[config.mk]
export PLATFORM = sky130hd
export DESIGN_NAME = calc_ctrl
export DESIGN_NICKNAME = d
export VERILOG_FILES = /design/src/rtl/calc_ctrl.sv
export SDC_FILE = /design/constraint.sdc
export NUM_CORES = 1
export LEC_CHECK = 0
export CAP_MARGIN = 20
export CORE_MARGIN = 1.5
export CORE_UTILIZATION = 45
export CTS_BUF_LIST = sky130_fd_sc_hd__clkbuf_2 sky130_fd_sc_hd__clkbuf_4 sky130_fd_sc_hd__clkbuf_8
export DETAILED_ROUTE_END_ITERATION = 16
export MAX_ROUTING_LAYER = met4
export PLACE_DENSITY = 0.79
export SKIP_LAST_GASP = 1
export SLEW_MARGIN = 20
export SYNTH_ARGS = -nofsm -noshare
export SYNTH_HDL_FRONTEND = slang
export SYNTH_SLANG_ARGS = --single-unit
[constraint.sdc]
create_clock -name clk -period 3.06 [get_ports clk]
set_input_delay 0.612 -clock clk [delete_from_list [all_inputs] [get_ports clk]]
set_output_delay 0.612 -clock clk [all_outputs]
set_load 0.005 [all_outputs]
[src/rtl/calc_ctrl.sv]
// ---------------------------------------------------------------------------
// calc_ctrl
//   Sequencing controller for a small calculator datapath. Accepts one
//   operation at a time from the parser, evaluates add/sub locally, hands
//   multiplies to a shared Booth multiplier (with a timeout guard), and holds
//   the result until the consumer accepts it.
//
// Ports
//   clk          in   system clock, rising edge
//   n_rst        in   asynchronous active-low reset
//   parser_done  in   one-cycle pulse, op/src1/src2 valid
//   op[1:0]      in   00 add, 01 sub, 10 mul, 11 reserved
//   src1, src2   in   16-bit signed operands
//   mul_start    out  one-cycle start pulse to the multiplier
//   mul_src1/2   out  registered operands to the multiplier
//   mul_done     in   multiplier completion pulse
//   mul_res      in   32-bit product, valid with mul_done
//   calc_res     out  registered 32-bit result
//   res_valid    out  result available, held until accepted
//   res_ready    in   consumer accept
//   err          out  result invalid (reserved op or multiplier timeout)
//   busy         out  controller is not idle
//   ovr          out  one-cycle pulse, a parser_done was dropped
// ---------------------------------------------------------------------------
module calc_ctrl #(
  parameter int TIMEOUT = 63
) (
  input  logic        clk,
  input  logic        n_rst,
  input  logic        parser_done,
  input  logic [1:0]  op,
  input  logic [15:0] src1,
  input  logic [15:0] src2,
  output logic        mul_start,
  output logic [15:0] mul_src1,
  output logic [15:0] mul_src2,
  input  logic        mul_done,
  input  logic [31:0] mul_res,
  output logic [31:0] calc_res,
  output logic        res_valid,
  input  logic        res_ready,
  output logic        err,
  output logic        busy,
  output logic        ovr
);

  // Counter only has to reach TIMEOUT-1 before the limit fires.
  localparam int CntWidth = (TIMEOUT < 2) ? 1 : $clog2(TIMEOUT + 1);
  localparam logic [CntWidth-1:0] CntLast = CntWidth'(TIMEOUT - 1);

  typedef enum logic [1:0] {
    IDLE     = 2'd0,
    DISPATCH = 2'd1,
    MWAIT    = 2'd2,
    HOLD     = 2'd3
  } state_t;

  state_t              state_q;
  logic [1:0]          op_q;
  logic [15:0]         src1_q;
  logic [15:0]         src2_q;
  logic                mulStart_q;
  logic [31:0]         calcRes_q;
  logic                resValid_q;
  logic                err_q;
  logic                busy_q;
  logic                ovr_q;
  logic [CntWidth-1:0] cnt_q;

  logic [31:0]         dispRes_d;
  logic                dispErr_d;

  // Result of the locally evaluated operators, computed from the latched
  // operands so the DISPATCH state only has to pick it up. Operands are
  // sign-extended first, so the 32-bit sum/difference can never overflow.
  always_comb begin
    dispRes_d = 32'd0;
    dispErr_d = 1'b0;
    case (op_q)
      2'b00:   dispRes_d = {{16{src1_q[15]}}, src1_q} + {{16{src2_q[15]}}, src2_q};
      2'b01:   dispRes_d = {{16{src1_q[15]}}, src1_q} - {{16{src2_q[15]}}, src2_q};
      2'b11:   dispErr_d = 1'b1;
      default: dispErr_d = 1'b0;
    endcase
  end

  // Main controller. All outputs are registered here alongside the state.
  // busy/res_valid are written together with every state change so they
  // always reflect the state being entered. A parser_done seen outside IDLE
  // (including the HOLD cycle that is handing back to IDLE) is dropped and
  // flagged on ovr the following cycle. The multiplier operands are only
  // written on acceptance, so they stay put for the whole multiply.
  always_ff @(posedge clk or negedge n_rst) begin
    if (!n_rst) begin
      state_q    <= IDLE;
      op_q       <= 2'b00;
      src1_q     <= 16'd0;
      src2_q     <= 16'd0;
      mulStart_q <= 1'b0;
      calcRes_q  <= 32'd0;
      resValid_q <= 1'b0;
      err_q      <= 1'b0;
      busy_q     <= 1'b0;
      ovr_q      <= 1'b0;
      cnt_q      <= '0;
    end else begin
      mulStart_q <= 1'b0;
      ovr_q      <= parser_done && (state_q != IDLE);
      case (state_q)
        IDLE: begin
          if (parser_done) begin
            op_q       <= op;
            src1_q     <= src1;
            src2_q     <= src2;
            mulStart_q <= (op == 2'b10);
            busy_q     <= 1'b1;
            state_q    <= DISPATCH;
          end
        end
        DISPATCH: begin
          if (op_q == 2'b10) begin
            cnt_q   <= '0;
            state_q <= MWAIT;
          end else begin
            calcRes_q  <= dispRes_d;
            err_q      <= dispErr_d;
            resValid_q <= 1'b1;
            state_q    <= HOLD;
          end
        end
        MWAIT: begin
          cnt_q <= cnt_q + CntWidth'(1);
          // A completion on the limit cycle still counts as success.
          if (mul_done) begin
            calcRes_q  <= mul_res;
            err_q      <= 1'b0;
            resValid_q <= 1'b1;
            state_q    <= HOLD;
          end else if (cnt_q == CntLast) begin
            calcRes_q  <= 32'd0;
            err_q      <= 1'b1;
            resValid_q <= 1'b1;
            state_q    <= HOLD;
          end
        end
        HOLD: begin
          if (res_ready) begin
            resValid_q <= 1'b0;
            busy_q     <= 1'b0;
            state_q    <= IDLE;
          end
        end
        default: state_q <= IDLE;
      endcase
    end
  end

  assign mul_start = mulStart_q;
  assign mul_src1  = src1_q;
  assign mul_src2  = src2_q;
  assign calc_res  = calcRes_q;
  assign res_valid = resValid_q;
  assign err       = err_q;
  assign busy      = busy_q;
  assign ovr       = ovr_q;

endmodule
## Word-level counts from Yosys, hierarchy flattened

Cells that the tools add are included.

| storage, ports and cells | value |
|---|---|
| flip-flop bits (word level) | 79 |
| bits of input ports | 71 |
| output and inout bits | 69 |
| logic and storage cells | 66 |

| operators by class | value |
|---|---|
| add/subtract/negate cells | 3 |
| equality and inequality tests | 13 |
| muxes and demuxes | 26 |
| reduce and logical (&&, ||, !) cells | 13 |

Operator list:

| cell | count |
|---|---|
| 32-bit one-hot mux with 2 select lines | 2 |
| 32-bit two-way mux | 3 |
| 16-bit by 16-bit adder with 17-bit output | 1 |
| 16-bit by 16-bit subtractor with 17-bit output | 1 |
| 6-bit one-hot mux with 2 select lines | 1 |
| 1-bit two-way mux | 11 |
| 2-bit == test (second input constant) | 5 |
| 3-bit AND reduction | 3 |
| 2-bit two-way mux | 4 |
| 2-bit != test (second input constant) | 4 |
| 2-bit one-hot mux with 4 select lines | 1 |
| 6-bit by 1-bit adder with 6-bit output (second input constant) | 1 |
| 6-bit == test (second input constant) | 1 |
| 6-bit two-way mux | 1 |
| 2-bit nonzero test | 3 |
| 2-bit by 1-bit == test with 1-bit output (second input constant) | 2 |
| 2-bit zero test | 2 |
| 1-bit one-hot mux with 2 select lines | 2 |
| 2-bit AND reduction | 2 |
| 4-bit AND reduction | 1 |
| 3-bit != test (second input constant) | 1 |
| 1-bit one-hot mux with 3 select lines | 1 |
| 3-bit nonzero test | 1 |
| 1-bit logical AND | 1 |

## Logic depth before layout (Yosys ltp)

| logic depth | value |
|---|---|
| depth after elaboration | 4 |
| depth in mapped cells | 16 |
| depth with buffers taken out | 14 |

## Worst setup path before layout

Ideal clock, no wire load.

| timing | value |
|---|---|
| kind | reg2reg |
| start | register src2_q[2], in the netlist mul_src2[2] |
| end | register calcRes_q[21], in the netlist calc_res[21] |
| library setup time | 66 ps |
| arrival time | 2806 ps |
| data required time | 2994 ps |
| setup slack | 188 ps |
| cell stages (with the launch flop) | 13 |
| buffers on the path | 1 |
| clock period less this slack | 2872 ps |
| path through | dfrtp_1 > o31ai_1 > o21ai_0 > nor2_1 > xor2_1 > ha_1 > and3_1 > a311oi_1 > o31ai_1 > xnor2_1 > nand3_2 > buf_6 > nand2_1 |

| on the way | value |
|---|---|
| cells in the longest elaborated chain, start to end | 4 |
| elaborated cells on any way between the ends | 5 |
| those cells by class | add/sub: 2; mux: 3 |

Ends and longest elaborated chain:

| element | line | text |
|---|---|---|
| start: declaration | 61 | `logic [15:0] src2_q;` |
| start signal: assignment | 114 | `src2_q <= src2;` |
| 16-bit by 16-bit subtractor with 17-bit output or 16-bit by 16-bit adder with 17-bit output (tied branches) | 81, 80 |  |
| 32-bit one-hot mux with 2 select lines (*) | 79 | `case (op_q)` |
| 32-bit two-way mux (*) | 121 | `if (op_q == 2'b10) begin` |
| 32-bit one-hot mux with 2 select lines (*) | 109 | `case (state_q)` |
| end signal: assignment | 125 | `calcRes_q <= dispRes_d;` |
| end signal: assignment | 135 | `calcRes_q <= mul_res;` |
| end: declaration | 63 | `logic [31:0] calcRes_q;` |

Mark *: on every way between the ends. The rest lies on a longest branch, timed or not. The select of a mux whose other input is x is not followed.
A chain may end at the register's enable or synchronous reset.

## Worst setup path after layout

| timing | value |
|---|---|
| start | register src2_q[5], in the netlist mul_src2[5] |
| end | register calcRes_q[27], in the netlist calc_res[27] |

Same word-level chain as after synthesis.

==> flow_summary_export.csv <==
group,metric,value,unit
critical_path,end_kind,"flop",
die,chipHeight,107,um
final_layout,final_cell_mix,"clkdlybuf4s50_1 (138), dfrtp_1 (77), nand2_1 (58), o21ai_0 (44), buf_4 (36)",
timing,worstMarginPinSlew,1.03,ns
yosys,syn-num-nets,617,
yosys,synth-async-reset-ratio,100,%
final_layout,n_antenna_cell,0,
global_route,grt_pass1_vias,4417,
routing,viasPerCell,5.55,
run_status,status,"finished clean",
routing,via_count,4559,
final_layout,final_common_cell,"clkdlybuf4s50_1",
job,drv_cap,0,
clock_network,clockBufferDepth,2,
routing,wl,13.2,mm
timing,rsz0062_at_grt,"yes",
clock_network,cts_hold_buffers,0,
routing,first_iter_violations,345,
global_route,antenna_found_initial,0,
routing,dr.pass1.iters,5,
clock_network,cts_tree,"done",
critical_path,cpPeakStageDelay,0.41,ns
global_route,grt_pass1_wl,20.9,mm
clock_network,cts.sinks,79,
yosys,synth_edf_count,0,
timing,period_minus_slack,2.96,ns
timing,drv_slew,0,
clock_network,cts_root_buffer,"clkbuf_8",
timing,fmax,338,MHz
critical_path,path_cells,"buf_4, nor4_4, a41o_2, o21ai_1, xnor2_1, ha_1, a21oi_2, a21boi_1, a311oi_2, o31ai_2, xnor2_1, buf_4, nand3_4, nand2_2",
die,ios,140,
timing,setup_viol,0,
placement,port_buffers,139,
critical_path,cp_slowest_cell,"dfrtp_1",
critical_path,path_class,"reg2reg",
clock_network,cts_buffers,9,
pwr,power.leakage,0.00295,uW
critical_path,cp.arrival,3.26,ns
final_layout,area_growth,43.9,%
worst_hold_path,hold_path_class,"in2async",
pwr,peakVddDrop,0.000648,V
yosys,synth_cell_types,59,
timing,finClkSkew,0.0119,ns
routing,post_drt_wl_per_cell,16.1,um
die,die_x,107,um
final_layout,finalNetCount,776,
yosys,netlist_instances,522,
timing,setup_ws,0.0982,ns
yosys,synthFlopType,"dfrtp_1",
placement,gp_congestion,0.910,
yosys,synth_seq_area_share,40.8,%
critical_path,crit_fanout,8,
die,start_util,46.8,%
placement,dp_hpwl,9.54,mm
routing,ant_nets,0,
yosys,synth-seq-cells,79,
critical_path,cp-start-kind,"flop",
timing,hold_viol,0,
pwr,power_per_cell_area,1400,nW/um2
placement,dp.cells,789,
clock_network,clk_pin_slew,0.09,ns
timing,layout_worst_path_cycle_share,96.8,%
yosys,syn_area_per_cell,9.29,um2
critical_path,cp_data_required_time,3.36,ns
global_route,gr-total-overflow,0,
timing,slew_headroom,30.8,%
yosys,synth_area,4850,um2
die,dieArea,11400,um2
global_route,grt_max_degree,80,
routing,drc_errors,0,
die,num_rows,37,
timing,hold-worst-slack,0.181,ns
yosys,ys_warn_count,0,
final_layout,final_cell_count_no_fill,822,
clock_network,h-tree-depth,3,
global_route,grt.total_usage,23.5,%
placement,pre_cts_ws,-0.117,ns
clock_network,clk_latency,0.37,ns
die,core-area,10400,um2
final_layout,drive_gt1_share,18.1,%
[power breakdown]
group          switching, uW  internal (uW)  leakage (uW)
combinational           3380           3360       0.00185
clock                    387            620      0.000133
sequential               482           1550      0.000965
total                   4250           5530       0.00295
[worst paths after layout]
check	depth (start not counted)	end	slack, ns	startpoint
worst max-delay path	14	calc_res[27]$_DFFE_PN0P_	0.1	mul_src2[5]$_DFFE_PN0P_
worst min register to register	1	err$_DFFE_PN0P_	0.50	err$_DFFE_PN0P_
worst max register to register	14	calc_res[27]$_DFFE_PN0P_	0.1	mul_src2[5]$_DFFE_PN0P_
worst min-delay path	1	calc_res[15]$_DFFE_PN0P_	0.18	n_rst
max in group asynchronous	2	mul_src1[3]$_DFFE_PN0P_	2.28	n_rst
min in group clk	1	err$_DFFE_PN0P_	0.50	err$_DFFE_PN0P_
[cells in the mapped netlist, drive strengths merged (2+ instances only)]
library cell	count	area, um2
nand2	63	236
o221ai	2	17.5
ha	23	288
dfrtp	79	1980
a311oi	2	17.5
a21boi	2	15.0
o31ai	4	30.0
a22o	3	26.3
inv	16	60.1
a32oi	3	26.3
nor2	35	131
buf	11	56.3
xnor2	16	148
mux2i	3	30.0
nand2b	6	37.5
nor4	3	25.0
nor2b	2	12.5
and2	3	18.8
mux2	35	394
o21a	4	30.0
clkbuf	18	68.8
nor3	8	40.0
a22oi	26	195
o21ai	55	283
xor2	10	87.6
and3	6	37.5
nand3	26	135
a31oi	5	31.3
a211oi	2	15.0
a32o	2	20.0
a21oi	31	159
[through the flow]
stage,power (uW),util [%],setup TNS (ns),cell area [um2]
final,9780,67.3,0,6980
after global routing,10500,67.3,-0.162,6980
after floorplan,5840,-,0,4850
after global placement,7790,62.1,0,6440
after detailed placement,7980,62.1,-1.54,6440
after CTS,9280,65.2,0,6760
[cell families after synthesis]
| group | after synthesis | share of synthesized area (%) |
|---|---|---|
| compound gates | 152 | 20.6 |
| xor+xnor | 26 | 4.85 |
| fa+ha+maj | 24 | 6.35 |
| buf+inv | 45 | 3.82 |
| flops | 79 | 40.8 |
| mux | 38 | 8.75 |
| simple gates | 158 | 14.8 |
[layer usage]
metal	vias to the layer above	track usage, %	part of all wire, %
met4	0	9.43	1.9
met2	176	36.7	47
met1	2160	30.8	45
met3	24	3.65	5.9
li1	2199	-	-
met5	-	-	0
[final cells by class]
class,count,area (um2)
Timing Repair Buffer,176,1680
Tap cell,136,170
Inverter,16,60.1
Clock inverter,7,135
Fill cell,828,3390
Clock buffer,9,124
Multi-Input combinational cell,399,2820
Sequential cell,79,1980
[critical path, delay by kind of cell (launching register included)]
kind | cells | cell delay (ns)
AO/OA/AOI/OAI | 6 | 0.97
AND/OR/NAND/NOR | 3 | 0.52
flip-flops | 1 | 0.41
adder cells (fa/ha/maj) | 1 | 0.37
buffers and inverters | 2 | 0.34
XOR/XNOR | 2 | 0.29
[flip-flops by register name, indices dropped and copies added, names as in the netlist]
signal and cells:
mul_src2 16, mul_start 1, calc_res 32, busy 1
ovr 1, op_q 2, err 1, state_q 2
cnt_q 6, res_valid 1, mul_src1 16
[timing repair]
item | CTS | global route
endpoints found under the setup margin | 16 | 21
resized for setup | 4 | 36
pin swaps | 5 | 20
setup buffers | 5 | 10
gates cloned | 1 | 0
Power figures use the tool's default switching activity.
